===== src/rtl/cricket_pkg.sv =====
// Shared codes for the cricket scoring pipeline: delivery types,
// tracker FSM states and default over/innings limits.
package cricket_pkg;

    typedef enum logic [2:0] {
        BT_LEGAL   = 3'd0,
        BT_BYE     = 3'd1,
        BT_WIDE    = 3'd2,
        BT_NO_BALL = 3'd3,
        BT_DEAD    = 3'd4
    } ball_type_e;

    typedef enum logic [1:0] {
        ST_NORMAL   = 2'd0,
        ST_OVER_END = 2'd1,
        ST_DONE     = 2'd2
    } state_e;

    localparam int DEF_BALLS_PER_OVER = 6;
    localparam int DEF_MAX_WICKETS    = 10;
    localparam int DEF_RUN_W          = 6;

endpackage


===== src/rtl/sat_adder.sv =====
// Unsigned add of a narrow increment onto a W-bit accumulator,
// clamping at all-ones instead of wrapping.
module sat_adder #(
    parameter int W  = 6,
    parameter int BW = 4
) (
    input  logic [W-1:0]  a_i,
    input  logic [BW-1:0] b_i,
    output logic [W-1:0]  y_o
);

    localparam int SW = ((W > BW) ? W : BW) + 1;

    logic [SW-1:0] sum;

    assign sum = SW'(a_i) + SW'(b_i);
    assign y_o = (sum > SW'({W{1'b1}})) ? {W{1'b1}} : sum[W-1:0];

endmodule


===== src/rtl/ball_event_tracker.sv =====
// Per-delivery scoring tracker: accumulates the current over and
// emits the over_complete pulse consumed by over_counter.
module ball_event_tracker
    import cricket_pkg::*;
#(
    parameter int BALLS_PER_OVER = DEF_BALLS_PER_OVER,
    parameter int MAX_WICKETS    = DEF_MAX_WICKETS,
    parameter int RUN_W          = DEF_RUN_W
) (
    input  logic             clk,
    input  logic             reset,
    input  logic             ball_valid,
    output logic             ball_ready,
    input  logic [2:0]       ball_type,
    input  logic [2:0]       runs,
    input  logic             wicket,
    output logic [2:0]       balls_in_over,
    output logic [RUN_W-1:0] runs_this_over,
    output logic [RUN_W-1:0] extras_this_over,
    output logic [3:0]       wickets,
    output logic             free_hit,
    output logic             over_complete,
    output logic             maiden,
    output logic             innings_done
);

    state_e           state_q;
    logic [2:0]       balls_q;
    logic [RUN_W-1:0] runs_q;
    logic [RUN_W-1:0] extras_q;
    logic [3:0]       wkts_q;
    logic             fh_q;

    logic             accept;
    logic             is_counted;
    logic             set_fh;
    logic [3:0]       add_runs;
    logic [3:0]       add_ext;
    logic [RUN_W-1:0] runs_d;
    logic [RUN_W-1:0] extras_d;
    logic [3:0]       wkts_d;
    logic [2:0]       balls_d;
    logic             wkt_hit;

    assign ball_ready = (state_q == ST_NORMAL);
    assign accept     = ball_valid & ball_ready;

    always_comb begin
        is_counted = 1'b0;
        set_fh     = 1'b0;
        add_runs   = 4'd0;
        add_ext    = 4'd0;
        unique case (ball_type)
            BT_LEGAL: begin
                is_counted = 1'b1;
                add_runs   = {1'b0, runs};
            end
            BT_BYE: begin
                is_counted = 1'b1;
                add_runs   = {1'b0, runs};
                add_ext    = {1'b0, runs};
            end
            BT_WIDE: begin
                add_runs = {1'b0, runs} + 4'd1;
                add_ext  = {1'b0, runs} + 4'd1;
            end
            BT_NO_BALL: begin
                add_runs = {1'b0, runs} + 4'd1;
                add_ext  = 4'd1;
                set_fh   = 1'b1;
            end
            default: ;
        endcase
    end

    sat_adder #(.W(RUN_W), .BW(4)) u_runs_add (
        .a_i (runs_q),
        .b_i (add_runs),
        .y_o (runs_d)
    );

    sat_adder #(.W(RUN_W), .BW(4)) u_ext_add (
        .a_i (extras_q),
        .b_i (add_ext),
        .y_o (extras_d)
    );

    // A wicket off a free hit does not count.
    assign wkt_hit = is_counted & wicket & ~fh_q;
    assign wkts_d  = wkts_q + {3'd0, wkt_hit};
    assign balls_d = balls_q + {2'd0, is_counted};

    always_ff @(posedge clk) begin
        if (reset) begin
            state_q  <= ST_NORMAL;
            balls_q  <= '0;
            runs_q   <= '0;
            extras_q <= '0;
            wkts_q   <= '0;
            fh_q     <= 1'b0;
        end else begin
            unique case (state_q)
                ST_NORMAL: begin
                    if (accept) begin
                        balls_q  <= balls_d;
                        runs_q   <= runs_d;
                        extras_q <= extras_d;
                        wkts_q   <= wkts_d;
                        if (is_counted) begin
                            fh_q <= 1'b0;
                        end else if (set_fh) begin
                            fh_q <= 1'b1;
                        end
                        if (wkt_hit && wkts_d == 4'(MAX_WICKETS)) begin
                            state_q <= ST_DONE;
                        end else if (is_counted &&
                                     balls_d == 3'(BALLS_PER_OVER)) begin
                            state_q <= ST_OVER_END;
                        end
                    end
                end
                ST_OVER_END: begin
                    balls_q  <= '0;
                    runs_q   <= '0;
                    extras_q <= '0;
                    state_q  <= ST_NORMAL;
                end
                default: ;
            endcase
        end
    end

    // A reset arriving during the over-end cycle suppresses the pulse.
    assign over_complete    = (state_q == ST_OVER_END) & ~reset;
    assign maiden           = over_complete & (runs_q == '0);
    assign innings_done     = (state_q == ST_DONE);
    assign balls_in_over    = balls_q;
    assign runs_this_over   = runs_q;
    assign extras_this_over = extras_q;
    assign wickets          = wkts_q;
    assign free_hit         = fh_q;

endmodule

===== config.mk =====
export PLATFORM = sky130hd
export DESIGN_NAME = ball_event_tracker
export DESIGN_NICKNAME = d
export VERILOG_FILES = /design/src/rtl/cricket_pkg.sv /design/src/rtl/sat_adder.sv /design/src/rtl/ball_event_tracker.sv
export SDC_FILE = /design/constraint.sdc
export NUM_CORES = 1
export LEC_CHECK = 0
export CORE_MARGIN = 1
export CORE_UTILIZATION = 45
export DETAILED_ROUTE_END_ITERATION = 10
export PLACE_DENSITY = 0.73
export SLEW_MARGIN = 0
export SYNTH_ARGS = -nofsm -noshare
export SYNTH_HDL_FRONTEND = slang
export SYNTH_SLANG_ARGS = --single-unit

===== constraint.sdc =====
create_clock -name clk -period 2.8 [get_ports clk]
set_clock_uncertainty 0.05 [all_clocks]
set_input_delay 0.56 -clock clk [delete_from_list [all_inputs] [get_ports clk]]
set_output_delay 0.56 -clock clk [all_outputs]
set_load 0.1 [all_outputs]

### Word level (Yosys, flattened, before mapping)

Cells that the tools add are included.

| word-level totals | value |
|---|---|
| input port bits | 10 |
| memories kept | 0 |
| output and inout bits | 24 |
| ROM bits | 0 |
| bits in writable memories | 0 |
| bits in latches | 0 |
| flip-flop bits (word level) | 22 |
| word-level logic and storage cells | 60 |

| cells by class | value |
|---|---|
| order comparisons | 2 |
| multiply operators | 0 |
| reductions and logical operators | 13 |
| equality and inequality tests | 9 |
| shift operators | 0 |
| add/subtract/negate cells | 5 |
| bitwise gates (word level) | 7 |
| div/mod/pow operators | 0 |
| multiplexer cells | 18 |

Operators by type and width:

| kind | count |
|---|---|
| $mux W6 | 4 |
| $pmux W6 S2 | 2 |
| $add A6 B4 Y7 | 2 |
| $gt A7 B6 Y1 const B | 2 |
| $pmux W4 S3 | 1 |
| $pmux W4 S2 | 1 |
| $eq A3 B2 Y1 const B | 2 |
| $logic_not A6 Y1 | 1 |
| $mux W2 | 3 |
| $pmux W3 S2 | 1 |
| $reduce_and A3 Y1 | 2 |
| $and A1 B1 Y1 | 5 |
| $add A3 B1 Y4 const B | 1 |
| $add A4 B1 Y4 | 1 |
| $eq A4 B4 Y1 const B | 1 |
| $mux W1 | 4 |
| $pmux W2 S2 | 1 |
| $reduce_and A2 Y1 | 2 |
| $reduce_bool A2 Y1 | 2 |
| $reduce_or A2 Y1 | 2 |
| $add A3 B1 Y3 | 1 |
| $eq A3 B1 Y1 const B | 1 |
| $eq A3 B3 Y1 const B | 1 |
| $logic_not A3 Y1 | 1 |
| 8 further kinds | 10 |

### Logic depth before layout (Yosys ltp)

Gate-level depths: netlist (run 1).

| logic depth | value |
|---|---|
| word-level depth | 11 |
| mapped depth | 12 |
| mapped depth without buffers | 11 |

### Modules after synthesis

From an unflattened synthesis (run 1), not the netlist that was laid out.

| second synthesis, totals | value |
|---|---|
| cells, all modules | 196 |
| area, all modules | 1,595.3 µm² |

By module, submodules not included:

| module | instances | area each (µm²) | cells an instance |
|---|---|---|---|
| ball_event_tracker | 1 | 1,099.8 | 126 |
| sat_adder | 2 | 247.7 | 35 |

### Worst setup path before layout (run 1)

Ideal clock, no wire load.

| path | value |
|---|---|
| kind | input to output |
| from | in reset |
| to | out maiden |
| stages | 2 |
| arrival | 3.856 ns |
| slack | -1.666 ns |
| cells stage by stage | nor3b_1 > and3_1 |

| between the ends | value |
|---|---|
| cells in the longest elaborated chain, start to end | 3 |

Ends and longest elaborated chain:

| what | line | text |
|---|---|---|
| start, declared | ball_event_tracker.sv:11 | `input logic reset,` |
| $not A1 Y1 | ball_event_tracker.sv:134 | `assign over_complete = (state_q == ST_OVER_END) & ~reset;` |
| $and A1 B1 Y1 | ball_event_tracker.sv:134 |  |
| $and A1 B1 Y1 | ball_event_tracker.sv:135 | `assign maiden = over_complete & (runs_q == '0);` |
| end, declared | ball_event_tracker.sv:23 | `output logic maiden,` |

Every way passes these cells.

### Worst setup path in the final report (run 1)

| path | value |
|---|---|
| from | in runs[0] |
| to | reg extras_q[3] (netlist: extras_this_over[3]) |

| between the ends | value |
|---|---|
| cells in the longest elaborated chain, start to end | 7 |

Ends and longest elaborated chain:

| what | line | text |
|---|---|---|
| start, declared | ball_event_tracker.sv:15 | `input logic [2:0] runs,` |
| $add A3 B1 Y4 | ball_event_tracker.sv:65 | `add_ext = {1'b0, runs} + 4'd1;` |
| $pmux W4 S3 * | ball_event_tracker.sv:53 | `unique case (ball_type)` |
| $add A6 B4 Y7 * | sat_adder.sv:16 | `assign sum = SW'(a_i) + SW'(b_i);` |
| $gt A7 B6 Y1 | sat_adder.sv:17 | `assign y_o = (sum > SW'({W{1'b1}})) ? {W{1'b1}} : sum[W-1:0];` |
| $mux W6 * | sat_adder.sv:17 |  |
| $mux W6 * | ball_event_tracker.sv:104 | `if (accept) begin` |
| $pmux W6 S2 * | ball_event_tracker.sv:102 | `unique case (state_q)` |
| end signal, assigned | ball_event_tracker.sv:107 | `extras_q <= extras_d;` |
| end, declared | ball_event_tracker.sv:30 | `logic [RUN_W-1:0] extras_q;` |

Mark *: on every way between the ends. The rest lies on a longest branch, timed or not. The select of a mux whose other input is x is not followed.
A chain may end at the register's enable or synchronous reset.

==> results of run 1 <==
## critical path, stage by stage
cell	delay (ns)
clkdlybuf4s50_1	0.43
buf_4	0.16
mux2i_1	0.11
nor2_1	0.13
ha_1	0.22
inv_1	0.07
fa_1	0.39
nand2b_1	0.18
a21oi_1	0.22
nand3_1	0.20
a31oi_1	0.19
## final cells by class
class                           count  share of cell area (%)
Clock buffer                        3                    1.12
Timing Repair Buffer               51                    21.5
Multi-Input combinational cell    147                    49.4
Sequential cell                    22                    21.9
Clock inverter                      1                    1.49
Inverter                           10                    1.86
Tap cell                           44                    2.73
## path summary, 6_finish.rpt
check                    startpoint             endpoint  slack (ns)  cells past startpoint
setup reg to reg  runs_this_over[0]    runs_this_over[3]        0.83                      8
hold reg to reg          wickets[0]           wickets[0]        0.45                      2
hold / removal           wickets[0]           wickets[0]        0.45                      2
setup / recovery            runs[0]  extras_this_over[3]        0.12                     11
## kinds of logic after synthesis
kind of cell | Yosys count | share of synthesized area [%]
xor gates and xnor gates | 9 | 5.18
buffers and inverters | 18 | 7.15
DFF | 22 | 28.9
muxes | 2 | 1.31
adders and majority gates | 15 | 13.3
AOI/OAI and AO/OA | 46 | 19.3
and+or+nand+nor | 75 | 24.8
## sequential cells by signal, indices dropped and copies added, names as in the netlist
signal            count
extras_this_over      6
runs_this_over        6
wickets               4
balls_in_over         3
state_q               2
free_hit              1
## routing by layer
metal,track usage [%],up-vias,share of wire (%),wire length (µm)
met3,3.03,2,3.4,127
li1,-,747,-,-
met2,39.4,36,51,1890
met1,27.6,701,45,1650
met5,0,-,0,0
met4,5.32,0,0.46,17
## stage by stage
stage	cell area (µm²)	hold WS (ns)	util, %	worst slack, ns
finish	2010	0.447	64.4	0.118
global route	2010	0.474	64.4	-0.00456
CTS	2000	0.448	64.0	0.0880
detailed placement	1950	0.428	62.3	-0.242
global placement	1950	0.417	62.3	-0.183
floorplan	1540	0.470	-	0.0936
## cells in the final DEF, fill, tap and decap left out, drive strengths merged, types with 3 or more instances in the layout
cell type / instances
nand2b: 3
buf: 42
xnor2: 3
clkdlybuf4s50: 8
a22oi: 4
a31oi: 4
nand3b: 3
dfxtp: 22
nor2: 27
a211oi: 5
a21oi: 16
o21ai: 10
inv: 10
nor3: 4
clkbuf: 3
nand2: 18
nand3: 3
or2: 4
ha: 13
xor2: 6
## report_power, final
part	total (mW)	internal, mW	switching (mW)
Clock	0.244	0.145	0.0994
Sequential	0.332	0.322	0.0102
Combinational	0.210	0.0740	0.136
## timing repair
| action | in CTS | in global routing |
|---|---|---|
| resized for setup | 0 | 3 |
| hold buffers | 0 | 0 |
| setup endpoints to repair | 0 | 11 |
==> results.sh, run 1 <==
export IMPL_outcome="completed"
export IMPL_syn_inst=187
export IMPL_ys_flop_type="dfxtp_1"
export IMPL_core_area_mm2=0.00313
export IMPL_fillers=292
export IMPL_final_max_slew_viol_count=0
export IMPL_synthTopCellsByCount="26 x nor2_1, 22 x dfxtp_1, 18 x nand2_1"
export IMPL_postCtsSetupRepairBufs=0
export IMPL_cts_tree="built"
export IMPL_min_path_type="reg2reg"
export IMPL_cp_start_kind="primary input"
export IMPL_placed_cells=274
export IMPL_antenna_found_initial=0
export IMPL_vias=1486
export IMPL_p_total_mw=0.786
export IMPL_overflow=0
export IMPL_final_setup_viol_count=0
export IMPL_synth_top_area_share_pct=28.9
export IMPL_seq_area_frac_synth_pct=28.9
export IMPL_worstSetupPathType="in2reg"
export IMPL_grt_pass1_vias=1416
export IMPL_drc=0
export IMPL_finalHoldViolCount=0
export IMPL_tns_ns=0
export IMPL_initial_core_util_pct=48.7
export IMPL_wl_um=3690
export IMPL_stdcell_count=278
export IMPL_avgSynthCellArea_um2=8.14
export IMPL_synthToLayoutAreaGrowth_pct=32.2
export IMPL_htree_levels=1
export IMPL_power_density_mw_per_mm2=391
export IMPL_antenna_cells=0
export IMPL_grt_start_max_net_pins=24
export IMPL_synth_area_top_cells="dfxtp_1 29%, ha_1 11%, nor2_1 6.4%"
export IMPL_worstPathRequired_ns=2.99
export IMPL_layout_min_cycle_time_ns=2.68
export IMPL_crit_path_end_kind="register"
export IMPL_worstPathMaxFanout=4
export IMPL_fmax_mhz=373
export IMPL_root_buffer="clkbuf_4"
export IMPL_drtAntennaViolNets=0
export IMPL_tightestPinTransition_ns=0.628
export IMPL_seq_area_um2=440
export IMPL_crit_arrival_ns=2.87
export IMPL_synthArstFlopShare_pct=0
export IMPL_clock_sinks=22
export IMPL_final_nets=260
export IMPL_die_x_um=60.2
export IMPL_ys_seq_elements=22
export IMPL_worstSkewPairLatency_ns=0.31
export IMPL_static_leakage_power_nw=0.887
export IMPL_gr_usage_all_layers_pct=22.1
export IMPL_synth_cell_area_mm2=0.00152
export IMPL_num_rows=20
export IMPL_place_gp_congestion=0.882
export IMPL_synthDistinctLibCells=43
export IMPL_drive_gt1_share_pct=24.8
export IMPL_max_cap_violations=0
export IMPL_clkTransAtPathRegs_ns=0.13
export IMPL_wl_per_cell_um=13.3
export IMPL_syn_nets=212
export IMPL_dieArea_mm2=0.00362
export IMPL_synth_most_common_cell="nor2_1"
export IMPL_slew_headroom_pct=58.1
export IMPL_finalCritPeriodShare_pct=95.8
export IMPL_dp_hpwl_um=2860
export IMPL_first_pass_iters=4
export IMPL_multi_input_area_um2=995
export IMPL_synth_edff_count=0
export IMPL_die_h_um=60.2
export IMPL_via_per_inst=5.35
export IMPL_port_buffers=33
export IMPL_drt_first_iter_violations=63
export IMPL_synth_area_leader_cell="dfxtp_1"
export IMPL_yosysWarnings=0
export IMPL_grt_pass1_wl_um=6110
export IMPL_ios=34
export IMPL_vdd_drop_max_mv=0.235
export IMPL_cts_buffers=3
export IMPL_cts_buffer_depth=2
No activity file was read; power rests on OpenSTA's default activity.
==> run 2, diff against run 1 <==
Settings changed: GPL_TIMING_DRIVEN from default to 0.
==> results.sh, run 2 (synthesis gave the netlist of run 1 again) <==
export IMPL_outcome="completed"
export IMPL_drtAntennaViolNets=0
export IMPL_wl_per_cell_um=13.9
export IMPL_dp_hpwl_um=2850
export IMPL_final_setup_viol_count=0
export IMPL_worstPathMaxFanout=6
export IMPL_tns_ns=0
export IMPL_internal_power_mw=0.536
export IMPL_final_nets=249
export IMPL_holdPathStages=2
export IMPL_first_pass_iters=4
export IMPL_ios=34
export IMPL_critPathTopFamily="buffers and inverters"
export IMPL_static_leakage_power_nw=0.784
export IMPL_grt_pass1_vias=1348
export IMPL_drt_first_iter_violations=65
export IMPL_fillers=284
export IMPL_gr_usage_all_layers_pct=22.8
export IMPL_overflow=0
export IMPL_dieArea_mm2=0.00362
export IMPL_vdd_drop_max_mv=0.333
export IMPL_final_common_cell="clkdlybuf4s50_1"
export IMPL_antenna_found_initial=0
export IMPL_worstSetupPathType="in2out"
export IMPL_crit_arrival_ns=2.11
export IMPL_port_buffers=31
export IMPL_switchingPower_mw=0.243
export IMPL_via_per_inst=5.48
export IMPL_seqPwrFrac_pct=42.5
export IMPL_power_density_mw_per_mm2=394
export IMPL_drive_gt1_share_pct=11.2
export IMPL_core_area_mm2=0.00313
export IMPL_num_rows=20
export IMPL_postCtsHoldBufs=0
export IMPL_wl_um=3710
export IMPL_combPwrFrac_pct=26.3
export IMPL_cp_slowest_cell="clkdlybuf4s50_1"
export IMPL_place_gp_congestion=0.825
export IMPL_final_cell_mix="27 x clkdlybuf4s50_1, 26 x nor2_1, 22 x dfxtp_1"
export IMPL_slew_headroom_pct=34.0
export IMPL_ff2ff_path_depth=8
export IMPL_grt_pass1_wl_um=6060
export IMPL_cts_tree="built"
export IMPL_initial_core_util_pct=48.7
export IMPL_htree_levels=1
export IMPL_die_h_um=60.2
export IMPL_clkTransAtPathRegs_ns=0.13
export IMPL_root_buffer="clkbuf_4"
export IMPL_layout_min_cycle_time_ns=2.72
export IMPL_vias=1464
export IMPL_cts_buffer_depth=2
export IMPL_path_buf_inv=2
export IMPL_slowest_delay_ns=0.54
export IMPL_cp_start_kind="primary input"
export IMPL_tightestPinTransition_ns=0.987
export IMPL_finalCritPeriodShare_pct=97.3
export IMPL_max_cap_violations=0
export IMPL_die_x_um=60.2
export IMPL_switching_share_pct=31.2
export IMPL_finalHoldViolCount=0
export IMPL_final_max_slew_viol_count=0
export IMPL_postLayoutCoreUtil_pct=63.3
export IMPL_drc=0
export IMPL_grt_start_max_net_pins=14
export IMPL_clock_sinks=22
export IMPL_min_path_type="reg2reg"
export IMPL_clockPowerShare_pct=31.2
export IMPL_synthToLayoutAreaGrowth_pct=30.1
export IMPL_crit_path_end_kind="primary output"
export IMPL_cp_cell_sequence="clkdlybuf4s50_1, nor3b_4, and3_2, clkdlybuf4s15_2"
export IMPL_antenna_cells=0
export IMPL_fmax_mhz=367
export IMPL_rsz0062_at_grt="false"
export IMPL_critical_path_depth=4
export IMPL_worstSkewPairLatency_ns=0.31
export IMPL_worstPathRequired_ns=2.19
export IMPL_cts_buffers=3
[run 2: cell types whose count changed in the layout (fill, tap and decap cells not counted), moves of 2 or more]
| cell | change |
|---|---|
| buf_2 | +2 |
| buf_4 | -39 |
| buf_6 | +3 |
| clkbuf_1 | +2 |
| clkdlybuf4s15_2 | +2 |
| clkdlybuf4s50_1 | +19 |
[run 2: power groups by stage]
stage                     Combinational (mW)  Sequential [mW]  Clock, mW
after detailed placement               0.203            0.339          0
after global placement                 0.198            0.338          0
final                                  0.205            0.331      0.243
after CTS                              0.204            0.332      0.253
after floorplan                       0.0855            0.401          0
after global routing                   0.222            0.333      0.264
[run 2: worst min-delay path: stages, from the launching register on]
cell	delay (ns)
dfxtp_1	0.35
nand2_1	0.06
a21oi_1	0.05
[run 2: what timing repair did]
| action | CTS | global route |
|---|---|---|
| resized for setup | 8 | 2 |
| setup endpoints to repair | 7 | 7 |
| pin swaps | 0 | 1 |
| buffers inserted | 0 | 1 |
[run 2: routing by layer]
metal,wire (µm),track usage (%),share of wire (%)
met1,1650,28.0,45
met2,1900,40.7,51
met3,125,3.90,3.4
met4,25,5.98,0.67
met5,0,0,0
[run 2: worst paths after layout]
check | startpoint | endpoint | slack, ns
max | reset | maiden | 0.08
min reg2reg | wickets[0] | wickets[0] | 0.44
min | wickets[0] | wickets[0] | 0.44
max reg2reg | runs_this_over[0] | runs_this_over[3] | 0.82
[run 2: area by class of cell]
type | count | area, µm² | share of cell area (%)
clock buffer | 3 | 22.5 | 1.14
tap | 44 | 55.1 | 2.78
sequential | 22 | 440 | 22.2
multi-input combinational | 147 | 1000 | 50.6
timing repair buffer | 32 | 322 | 16.2
inverter | 10 | 37.5 | 1.90
clock inverter | 1 | 30.0 | 1.52
buffer | 8 | 71.3 | 3.60
[run 2: stage by stage]
stage	instances	worst slack, ns	cell area, µm²	power [mW]	hold slack [ns]
3_3_place_gp	262	-0.489	1900	0.536	0.415
4_1_cts	266	0.0351	1960	0.788	0.443
5_1_grt	267	0.0269	1980	0.820	0.480
3_5_place_dp	262	-0.519	1900	0.542	0.426
2_1_floorplan	187	0.0936	1540	0.487	0.470
6_report	267	0.0768	1980	0.780	0.441
==> run 3, diff against run 2 <==
Settings changed: CORE_UTILIZATION 45 to 38, DONT_BUFFER_PORTS from default to 1, PLACE_DENSITY 0.73 to default.
==> results.sh, run 3 (synthesis gave the netlist of run 1 again) <==
export IMPL_combPwrFrac_pct=14.4
export IMPL_worstPathRequired_ns=2.19
export IMPL_final_setup_viol_count=0
export IMPL_wl_um=3760
export IMPL_dp_hpwl_um=2930
export IMPL_wl_per_cell_um=15.7
export IMPL_cp_cell_sequence="nor3b_4, and3_4"
export IMPL_seqPwrFrac_pct=53.8
export IMPL_grt_pass1_vias=1390
export IMPL_core_area_mm2=0.00374
export IMPL_htree_levels=1
export IMPL_tightestPinTransition_ns=1.12
export IMPL_final_max_slew_viol_count=0
export IMPL_root_buffer="clkbuf_8"
export IMPL_cts_buffer_depth=2
export IMPL_cts_tree="built"
export IMPL_gr_usage_all_layers_pct=19.3
export IMPL_overflow=0
export IMPL_dieArea_mm2=0.00426
export IMPL_die_h_um=65.3
export IMPL_fin_area_mm2=0.00166
export IMPL_final_nets=217
export IMPL_fillers=399
export IMPL_switching_share_pct=33.2
export IMPL_slew_headroom_pct=25.5
export IMPL_clockPowerShare_pct=31.8
export IMPL_antenna_cells=0
export IMPL_crit_path_end_kind="primary output"
export IMPL_power_density_mw_per_mm2=446
export IMPL_slowest_delay_ns=0.91
export IMPL_stdcell_count=239
export IMPL_cts_buffers=3
export IMPL_place_area_mm2=0.00160
export IMPL_drtAntennaViolNets=0
export IMPL_final_cell_mix="26 x nor2_1, 18 x nand2_1, 17 x dfxtp_1"
export IMPL_worstPathMaxFanout=6
export IMPL_layout_min_cycle_time_ns=2.73
export IMPL_outcome="completed"
export IMPL_grt_start_max_net_pins=13
export IMPL_drc=0
export IMPL_die_x_um=65.3
export IMPL_final_common_cell="nor2_1"
export IMPL_tns_ns=0
export IMPL_initial_core_util_pct=40.7
export IMPL_internal_power_mw=0.495
export IMPL_first_pass_iters=4
export IMPL_finalHoldViolCount=0
export IMPL_crit_arrival_ns=2.12
export IMPL_cp_slowest_cell="nor3b_4"
export IMPL_min_path_type="in2reg"
export IMPL_clock_sinks=22
export IMPL_postCtsHoldBufs=0
export IMPL_placed_cells=235
export IMPL_static_leakage_power_nw=0.659
export IMPL_clkTransAtPathRegs_ns=0.08
export IMPL_worstSkewPairLatency_ns=0.26
export IMPL_worstSetupPathType="reg2out"
export IMPL_ios=34
export IMPL_num_rows=22
export IMPL_grt_pass1_wl_um=6300
export IMPL_finalCritPeriodShare_pct=97.4
export IMPL_vias=1330
export IMPL_drive_gt1_share_pct=13.1
export IMPL_rsz0062_at_grt="false"
export IMPL_fmax_mhz=367
export IMPL_drt_first_iter_violations=64
export IMPL_switchingPower_mw=0.246
export IMPL_via_per_inst=5.56
export IMPL_cp_start_kind="register"
export IMPL_vdd_drop_max_mv=0.218
export IMPL_port_buffers=0
export IMPL_antenna_found_initial=0
export IMPL_place_gp_congestion=0.890
export IMPL_synthToLayoutAreaGrowth_pct=9.04
export IMPL_max_cap_violations=0
==> run 3: worst max-delay path: cells and delay by family (launching register included) <==
family,cells,cell delay (ns)
flip-flops,1,0.39
AND/OR/NAND/NOR,2,1.47
==> run 3: cell type report <==
| type | count | area [µm²] | area share (%) |
|---|---|---|---|
| multi-input combinational | 147 | 990 | 59.6 |
| sequential | 22 | 447 | 26.9 |
| buffer | 8 | 71.3 | 4.30 |
| tap | 48 | 60.1 | 3.62 |
| clock buffer | 4 | 55.1 | 3.32 |
| inverter | 10 | 37.5 | 2.26 |
==> run 3: per-layer routing <==
metal,share of wire (%),global-route usage (%),wire length (µm),up-vias
met3,7.4,4.86,277,2
met5,0,0,0,-
li1,-,-,-,656
met2,50,33.4,1860,38
met1,42,23.0,1600,634
met4,0.61,6.25,23,0
==> run 3: power groups by stage <==
stage,clock network [mW],registers [mW],logic [mW]
floorplan,0,0.401,0.0855
global placement,0,0.405,0.102
detailed placement,0,0.405,0.106
CTS,0.243,0.398,0.107
global route,0.257,0.401,0.121
finish,0.236,0.399,0.107
==> run 3: path summary, 6_finish.rpt <==
| check | from | to | slack (ns) | cells after the start |
|---|---|---|---|---|
| hold / removal | reset | extras_this_over[4] | 0.31 | 1 |
| setup reg to reg | runs_this_over[0] | runs_this_over[2] | 0.30 | 8 |
| setup / recovery | state_q[1] | maiden | 0.07 | 2 |
| hold reg to reg | state_q[0] | state_q[0] | 0.50 | 2 |
==> run 3: timing repair <==
| action | 4_1_cts | 5_1_grt |
|---|---|---|
| buffers inserted | 0 | 0 |
| resized for setup | 3 | 3 |
| pin swaps | 1 | 1 |
| setup endpoints to repair | 6 | 11 |
| cloned | 0 | 0 |
==> run 3: through the flow <==
stage	util, %	power, mW	setup slack [ns]	hold WS (ns)
2_1_floorplan	-	0.487	0.0936	0.470
3_3_place_gp	42.6	0.507	0.00806	0.495
3_5_place_dp	42.6	0.512	-0.0377	0.523
4_1_cts	44.3	0.748	0.0434	0.308
5_1_grt	44.4	0.780	0.0189	0.308
6_report	44.4	0.741	0.0732	0.313
